--- src/rtl/uart_rx_param.sv ---
// uart_rx_param: oversampling UART receiver with majority vote, configurable framing and error flags
module uart_rx_param #(
   parameter int DATA_BITS  = 8,
   parameter int OVERSAMPLE = 16,
   parameter int PARITY     = 0,
   parameter int STOP_BITS  = 1
) (
   input  logic                 clk,
   input  logic                 rst_n,
   input  logic                 rx,
   input  logic                 rx_enb,
   input  logic                 rdy_clr,
   output logic                 rdy,
   output logic [DATA_BITS-1:0] data_out,
   output logic                 parity_err,
   output logic                 frame_err,
   output logic                 overrun
);
   localparam int SW = $clog2(OVERSAMPLE);
   localparam int IW = $clog2(DATA_BITS);
   localparam logic [SW-1:0] LO   = SW'(OVERSAMPLE / 2 - 2);
   localparam logic [SW-1:0] MID  = SW'(OVERSAMPLE / 2 - 1);
   localparam logic [SW-1:0] HI   = SW'(OVERSAMPLE / 2);
   localparam logic [SW-1:0] LAST = SW'(OVERSAMPLE - 1);
   localparam logic [IW-1:0] TOP  = IW'(DATA_BITS - 1);
   localparam logic ODD = (PARITY == 2);
   typedef enum logic [2:0] {IDLE, START, DATA, PAR, STOP, WAIT_HIGH} state_t;
   state_t               state;
   logic                 rx_m, rx_s;
   logic [SW-1:0]        sample;
   logic [IW-1:0]        index;
   logic [1:0]           hist;
   logic                 stop_idx;
   logic [DATA_BITS-1:0] shift;
   logic                 perr, ferr;
   logic                 vote, last_stop, done;
   assign vote      = (hist[0] & hist[1]) | (rx_s & (hist[0] | hist[1]));
   assign last_stop = (STOP_BITS == 1) || stop_idx;
   // word completes mid last stop bit so a following start edge is never missed
   assign done      = rx_enb && state == STOP && sample == HI && last_stop;
   always_ff @(posedge clk or negedge rst_n)
      if (!rst_n) begin
         rx_m       <= 1'b1;
         rx_s       <= 1'b1;
         state      <= IDLE;
         sample     <= '0;
         index      <= '0;
         hist       <= '0;
         stop_idx   <= 1'b0;
         shift      <= '0;
         perr       <= 1'b0;
         ferr       <= 1'b0;
         rdy        <= 1'b0;
         data_out   <= '0;
         parity_err <= 1'b0;
         frame_err  <= 1'b0;
         overrun    <= 1'b0;
      end else begin
         rx_m <= rx;
         rx_s <= rx_m;
         if (done) begin
            data_out   <= shift;
            parity_err <= perr;
            frame_err  <= ferr | ~vote;
            rdy        <= 1'b1;
            overrun    <= overrun | (rdy & ~rdy_clr);
         end else if (rdy_clr) begin
            rdy        <= 1'b0;
            overrun    <= 1'b0;
            parity_err <= 1'b0;
            frame_err  <= 1'b0;
         end
         if (rx_enb) begin
            if (sample == LO) hist[0] <= rx_s;
            if (sample == MID) hist[1] <= rx_s;
            sample <= (state == IDLE || state == WAIT_HIGH || sample == LAST) ? '0 : sample + SW'(1);
            case (state)
               IDLE: begin
                  state    <= rx_s ? IDLE : START;
                  index    <= '0;
                  stop_idx <= 1'b0;
                  perr     <= 1'b0;
                  ferr     <= 1'b0;
               end
               START:
                  if (sample == HI && vote) state <= IDLE;
                  else if (sample == LAST) state <= DATA;
               DATA: begin
                  if (sample == HI) shift[index] <= vote;
                  if (sample == LAST) begin
                     index <= index + IW'(1);
                     if (index == TOP) state <= (PARITY != 0) ? PAR : STOP;
                  end
               end
               PAR: begin
                  if (sample == HI) perr <= vote ^ (^shift) ^ ODD;
                  if (sample == LAST) state <= STOP;
               end
               STOP: begin
                  if (sample == HI) begin
                     if (!vote) ferr <= 1'b1;
                     if (last_stop) state <= (ferr | ~vote) ? WAIT_HIGH : IDLE;
                  end
                  if (sample == LAST) stop_idx <= 1'b1;
               end
               WAIT_HIGH: state <= rx_s ? IDLE : WAIT_HIGH;
               default: state <= IDLE;
            endcase
         end
      end
endmodule
--- config.mk ---
export PLATFORM = sky130hd
export DESIGN_NAME = uart_rx_param
export DESIGN_NICKNAME = d
export VERILOG_FILES = /design/src/rtl/uart_rx_param.sv
export SDC_FILE = /design/constraint.sdc
export NUM_CORES = 1
export LEC_CHECK = 0
export BUFFER_PORTS_ARGS = -buffer_cell sky130_fd_sc_hd__buf_2
export CORE_ASPECT_RATIO = 1.75
export CORE_UTILIZATION = 40
export CTS_CLUSTER_SIZE = 14
export DETAILED_ROUTE_END_ITERATION = 10
export GPL_TIMING_DRIVEN = 0
export PLACE_DENSITY = 0.66
export RECOVER_POWER = 100
export SLEW_MARGIN = 40
export SYNTH_ARGS = -nofsm -noshare
export SYNTH_HDL_FRONTEND = slang
export SYNTH_SLANG_ARGS = --single-unit
--- constraint.sdc ---
create_clock -name clk -period 2.63 [get_ports clk]
set_clock_uncertainty 0.2 [all_clocks]
set_input_delay 0.1315 -clock clk [delete_from_list [all_inputs] [get_ports clk]]
set_output_delay 0.1315 -clock clk [all_outputs]
set_load 0.005 [all_outputs]
# After elaboration in Yosys (flattened, before gate mapping)
# Cells that the tools add are included.
dict set report word_totals {
  reg_bits 36
  latch_bits 0
  ram_bits 0
  romBits 0
  in_bits 5
  output_inout_bits 12
  mem_count 0
}
dict set report classes {
  addsub 2
  n_mul 0
  div_mod_pow 0
  magnitude_cmp 2
  n_eq_ne 17
  shifts 0
  mux 26
  bitwise 10
  reduce_logical 19
}
# op count
set ops {}
lappend ops {{2-to-1 mux 3 bit} 9}
lappend ops {{case mux 3 bit (6 select lines)} 1}
lappend ops {{2-to-1 mux 1 bit} 10}
lappend ops {{!= test 2 bit (second input constant)} 5}
lappend ops {{== test 3 bit (second input constant)} 3}
lappend ops {{AND reduction 3 bit} 3}
lappend ops {{bitwise mux 8 bit} 1}
lappend ops {{== test 4 x 3 -> 1 bit (second input constant)} 2}
lappend ops {{== test 4 bit (second input constant)} 2}
lappend ops {{nonzero test 2 bit} 4}
lappend ops {{XOR reduction 8 bit} 1}
lappend ops {{== test 3 x 2 -> 1 bit (second input constant)} 2}
lappend ops {{case mux 3 bit (2 select lines)} 1}
lappend ops {{AND reduction 6 bit} 1}
lappend ops {{adder 4 x 1 -> 4 bit (second input constant)} 1}
lappend ops {{logical AND 1 bit} 4}
lappend ops {{< comparator 3 x 4 -> 1 bit (second input constant)} 1}
lappend ops {{2-to-1 mux 4 bit} 1}
lappend ops {{OR 1 bit} 4}
lappend ops {{case mux 1 bit (2 select lines)} 2}
lappend ops {{AND reduction 2 bit} 2}
lappend ops {{AND reduction 4 bit} 1}
lappend ops {{adder 3 x 1 -> 3 bit (second input constant)} 1}
lappend ops {{AND 1 bit} 3}
lappend ops {{other kinds (9)} 11}

# Longest topological paths before layout
dict set report logic_depth {
  depth_word 8
  mapped_depth 7
  depth_no_buf 6
}

# Least setup slack after synthesis
# No wires, ideal clock.
dict set report synth_timing {
  path_kind {reg2reg}
  start {register sample[0]}
  end {register shift[4]}
  setup_time_ns 0.125
  arrival_time_ns 1.560
  required_time_ns 2.305
  path_slack_ns 0.746
  path_stages_with_launch 7
  cell_sequence {dfrtp_1 -> inv_1 -> ha_1 -> and4b_2 -> nand3b_2 -> nor3b_2 -> mux2_2}
}
dict set report synth_between {
  elab_chain_len 2
}
# item line
set synth_rtl {}
lappend synth_rtl {{from (decl)} 30} ;# logic [SW-1:0] sample;
lappend synth_rtl {{from (signal assigned)} 76} ;# sample <= (state == IDLE || state == WAIT_HIGH || sample == LAST) ? '0 : sample + SW'(1);
lappend synth_rtl {{== test 4 bit} 89} ;# if (sample == HI) shift[index] <= vote;
lappend synth_rtl {{AND reduction 3 bit (no source line)} --}
lappend synth_rtl {{to (signal, indexed assignment)} 89}
lappend synth_rtl {{to (decl)} 34} ;# logic [DATA_BITS-1:0] shift;
# No other way between the ends.
# A chain may end at the register's enable or synchronous reset.

# Worst setup path after layout
dict set report layout_timing {
  start {input rx_enb}
  end {register shift[2]}
}
dict set report layout_between {
  elab_chain_len 1
}
# item line
set layout_rtl {}
lappend layout_rtl {{from (decl)} 11} ;# input logic rx_enb,
lappend layout_rtl {{AND reduction 3 bit (no source line)} --}
# No other way between the ends.

==> impl_metrics.xml <==
<?xml version="1.0" encoding="UTF-8"?>
<metrics>
  <group name="route">
    <metric name="remaining_drc_errors" unit="">0</metric>
    <metric name="drt_pre_antenna_iters" unit="">4</metric>
    <metric name="routed-via-count" unit="">1331</metric>
    <metric name="route.detailed.wl_per_inst" unit="um">13.9</metric>
    <metric name="routed_wl" unit="mm">3.47</metric>
    <metric name="antenna_violating_nets_post_route" unit="">0</metric>
    <metric name="avgViaCountPerCell" unit="">5.32</metric>
    <metric name="drt_iter0_drc" unit="">13</metric>
  </group>
  <group name="floorplanning">
    <metric name="initial_utilization" unit="%">41.1</metric>
    <metric name="std_cell_core_area" unit="um^2">4670</metric>
    <metric name="ioPinCount" unit="">17</metric>
    <metric name="dieWidth" unit="um">54.4</metric>
    <metric name="fp.dieArea" unit="um^2">5090</metric>
    <metric name="rows" unit="">33</metric>
    <metric name="die_h" unit="um">93.6</metric>
  </group>
  <group name="logic_synthesis">
    <metric name="yosys-top-cells-area" unit="">sky130_fd_sc_hd__dfrtp_1 44%, sky130_fd_sc_hd__mux2_2 8.8%, sky130_fd_sc_hd__ha_1 3.3%, sky130_fd_sc_hd__o21ai_0 3.1%, sky130_fd_sc_hd__mux2_4 3.1%</metric>
    <metric name="ys.warnings.count" unit="">0</metric>
    <metric name="ys_seq_area_share" unit="%">47.1</metric>
    <metric name="postSynthAreaPerCell" unit="um^2">11.2</metric>
    <metric name="synth_commonest_cells" unit="">34 x sky130_fd_sc_hd__dfrtp_1, 15 x sky130_fd_sc_hd__mux2_2, 12 x sky130_fd_sc_hd__o21ai_0</metric>
    <metric name="netlist.top_cell.by_area" unit="">sky130_fd_sc_hd__dfrtp_1</metric>
    <metric name="synth_cells" unit="">171</metric>
    <metric name="netlist-cell-type-count" unit="">43</metric>
    <metric name="synth-edff-count" unit="">0</metric>
    <metric name="yosys_register_bits" unit="">36</metric>
    <metric name="synthDominantCellAreaShare" unit="%">44.3</metric>
    <metric name="syn-num-nets" unit="">181</metric>
    <metric name="synthMostInstantiatedCell" unit="">sky130_fd_sc_hd__dfrtp_1</metric>
    <metric name="async_flop_share" unit="%">100</metric>
    <metric name="syn_area" unit="um^2">1920</metric>
    <metric name="yosys_most_used_dff" unit="">sky130_fd_sc_hd__dfrtp_1</metric>
  </group>
  <group name="clock_tree">
    <metric name="htree_levels" unit="">2</metric>
    <metric name="clk_path_buf_depth" unit="">2</metric>
    <metric name="clk_transition_reported_paths" unit="ns">0.07</metric>
    <metric name="postCtsSetupRepairBufs" unit="">0</metric>
    <metric name="tritoncts_num_sinks" unit="">36</metric>
    <metric name="tritoncts" unit="">done</metric>
    <metric name="postCtsHoldBufs" unit="">4</metric>
    <metric name="clkLatencyLatePin" unit="ns">0.29</metric>
    <metric name="post_cts_resize_count" unit="">0</metric>
    <metric name="clock_root_buffer_master" unit="">sky130_fd_sc_hd__clkbuf_8</metric>
    <metric name="cts_made_buffers" unit="">5</metric>
  </group>
  <group name="power">
    <metric name="power.ir.vdd_worst" unit="uV">420</metric>
    <metric name="power.leakage" unit="uW">0.000996</metric>
    <metric name="power_per_cell_area" unit="nW/um^2">713</metric>
  </group>
  <group name="timing">
    <metric name="timing_worst_slew_pin_value" unit="ns">0.870</metric>
    <metric name="final.period_utilization" unit="%">84.4</metric>
    <metric name="timing.final.max_slew_violations" unit="">0</metric>
    <metric name="achievable-frequency" unit="GHz">0.451</metric>
    <metric name="rsz_0062_raised_after_global_routing" unit="">no</metric>
    <metric name="layout_setup_ws" unit="ns">0.411</metric>
    <metric name="relative_slew_slack" unit="%">42.0</metric>
    <metric name="timing.setup.tns" unit="ns">0</metric>
    <metric name="finalSetupViolations" unit="">0</metric>
    <metric name="final_hold_viol_count" unit="">0</metric>
    <metric name="period_minus_ws_final" unit="ns">2.22</metric>
  </group>
  <group name="critical_path">
    <metric name="crit_path_start_kind" unit="">input port</metric>
    <metric name="cp.arrival" unit="ns">2.19</metric>
    <metric name="worst-endpoint-required" unit="ns">2.61</metric>
    <metric name="timing.critical_path.to_type" unit="">flop</metric>
    <metric name="worstSetupPathType" unit="">input port to flop</metric>
    <metric name="critical_path.max_fanout" unit="">10</metric>
  </group>
  <group name="placed_design">
    <metric name="place_worst_setup_slack" unit="ns">0.578</metric>
    <metric name="dp_hpwl" unit="mm">2.55</metric>
    <metric name="io_buffer_count" unit="">15</metric>
    <metric name="place.gp.congestion" unit="">0.734</metric>
  </group>
  <group name="global_routing">
    <metric name="grt_remaining_overflow" unit="">0</metric>
    <metric name="overall_routing_resource_usage" unit="%">16.1</metric>
    <metric name="antenna_found_initial" unit="">0</metric>
    <metric name="first_global_vias" unit="">1253</metric>
    <metric name="grt_start_max_net_pins" unit="">37</metric>
    <metric name="grt_first_pass_wirelength" unit="mm">5.80</metric>
  </group>
  <group name="worst_hold_path">
    <metric name="worstHoldPathType" unit="">flop to flop</metric>
  </group>
  <group name="layout">
    <metric name="layout.core_utilization" unit="%">46.0</metric>
    <metric name="fin_nets" unit="">207</metric>
    <metric name="filler_cell_count" unit="">464</metric>
    <metric name="antenna_cells" unit="">0</metric>
    <metric name="drive_above_1_share" unit="%">20.7</metric>
    <metric name="layout-area-overhead-vs-synth" unit="%">11.9</metric>
  </group>
  <group name="outcome">
    <metric name="status" unit="">complete, no violations</metric>
  </group>
  <group name="job">
    <metric name="cap_violations" unit="">0</metric>
  </group>
</metrics>
metrics by stage:
step           hold slack [ns]  total power [uW]  cell area [um^2]  std cells
2_1_floorplan           -0.364              1020              1920        171
3_3_place_gp            0.0372              1120              2060        238
3_5_place_dp            0.0379              1130              2060        238
4_1_cts                  0.158              1550              2190        250
5_1_grt                  0.159              1630              2150        250
6_report                 0.157              1530              2150        250
cells in the final DEF (no fill, tap or decap), drive strengths merged, types with 2 or more instances in the layout:
| cell type | count |
|---|---|
| or3 | 2 |
| buf | 11 |
| clkbuf | 20 |
| dlygate4sd3 | 4 |
| nor3 | 2 |
| xnor2 | 6 |
| nor3b | 3 |
| nand3b | 7 |
| dfrtp | 34 |
| a21oi | 5 |
| nand3 | 10 |
| o2bb2ai | 3 |
| nand2 | 11 |
| inv | 8 |
| a2111oi | 2 |
| ha | 5 |
| dfstp | 2 |
| and3 | 3 |
| mux2 | 19 |
| nand2b | 3 |
| o21ai | 12 |
| o22ai | 3 |
| nor2 | 8 |
state kept, by name (all words and copies together) (netlist names), 2 cells and up:
register / count
hist: 2
index: 3
shift: 8
state: 3
data_out: 8
sample: 4
worst max-delay path, cell delays in order:
cell and delay (ns):
sky130_fd_sc_hd__dlygate4sd3_1 0.52, sky130_fd_sc_hd__clkbuf_1 0.35, sky130_fd_sc_hd__and4b_1 0.44, sky130_fd_sc_hd__nand3b_2 0.17
sky130_fd_sc_hd__nor3b_1 0.23, sky130_fd_sc_hd__mux2_2 0.36
cell type report:
type                            instances  area (um^2)  area share [%]
Buffer                                  9         53.8            2.51
Sequential cell                        36          903            42.1
Inverter                                8         30.0            1.40
Tap cell                               52         65.1            3.03
Clock buffer                            7         86.3            4.02
Clock inverter                          1         7.51           0.350
Timing Repair Buffer                   19          104            4.84
Multi-Input combinational cell        118          897            41.8
cell families (layout without fill, tap and decap cells):
| family | after synthesis | in the layout | synth area share (%) |
|---|---|---|---|
| AO/OA/AOI/OAI | 31 | 31 | 10.3 |
| XOR/XNOR | 8 | 8 | 4.37 |
| adder cells (fa/ha/maj) | 6 | 6 | 3.78 |
| buffers and inverters | 17 | 44 | 4.76 |
| flip-flops | 36 | 36 | 47.1 |
| multiplexers | 20 | 20 | 12.5 |
| AND/OR/NAND/NOR | 53 | 53 | 17.3 |
path summary, 6_finish.rpt:
check / start / end / slack (ns) / cells past startpoint
min in group asynchronous: rst_n / data_out[3] / 0.30 / 2
worst min-delay path: rx_m / rx_s / 0.16 / 0
max in group asynchronous: rst_n / perr / 1.39 / 2
worst max register to register: sample[0] / shift[2] / 0.50 / 6
worst min register to register: rx_m / rx_s / 0.16 / 0
worst max-delay path: rx_enb / shift[2] / 0.41 / 6
report_power, final:
part | leakage [uW] | internal (uW) | switching, uW
clock network | 0.0000445 | 213 | 201
logic | 0.000463 | 179 | 244
registers | 0.000488 | 625 | 67.8
per-layer routing:
metal,GRT usage (%),vias up,wire (um)
met2,27.7,22,1900
met5,0,-,0
li1,-,666,-
met3,3.90,6,78
met4,7.05,0,70
met1,17.5,637,1420
No activity file was read; power rests on OpenSTA's default activity.
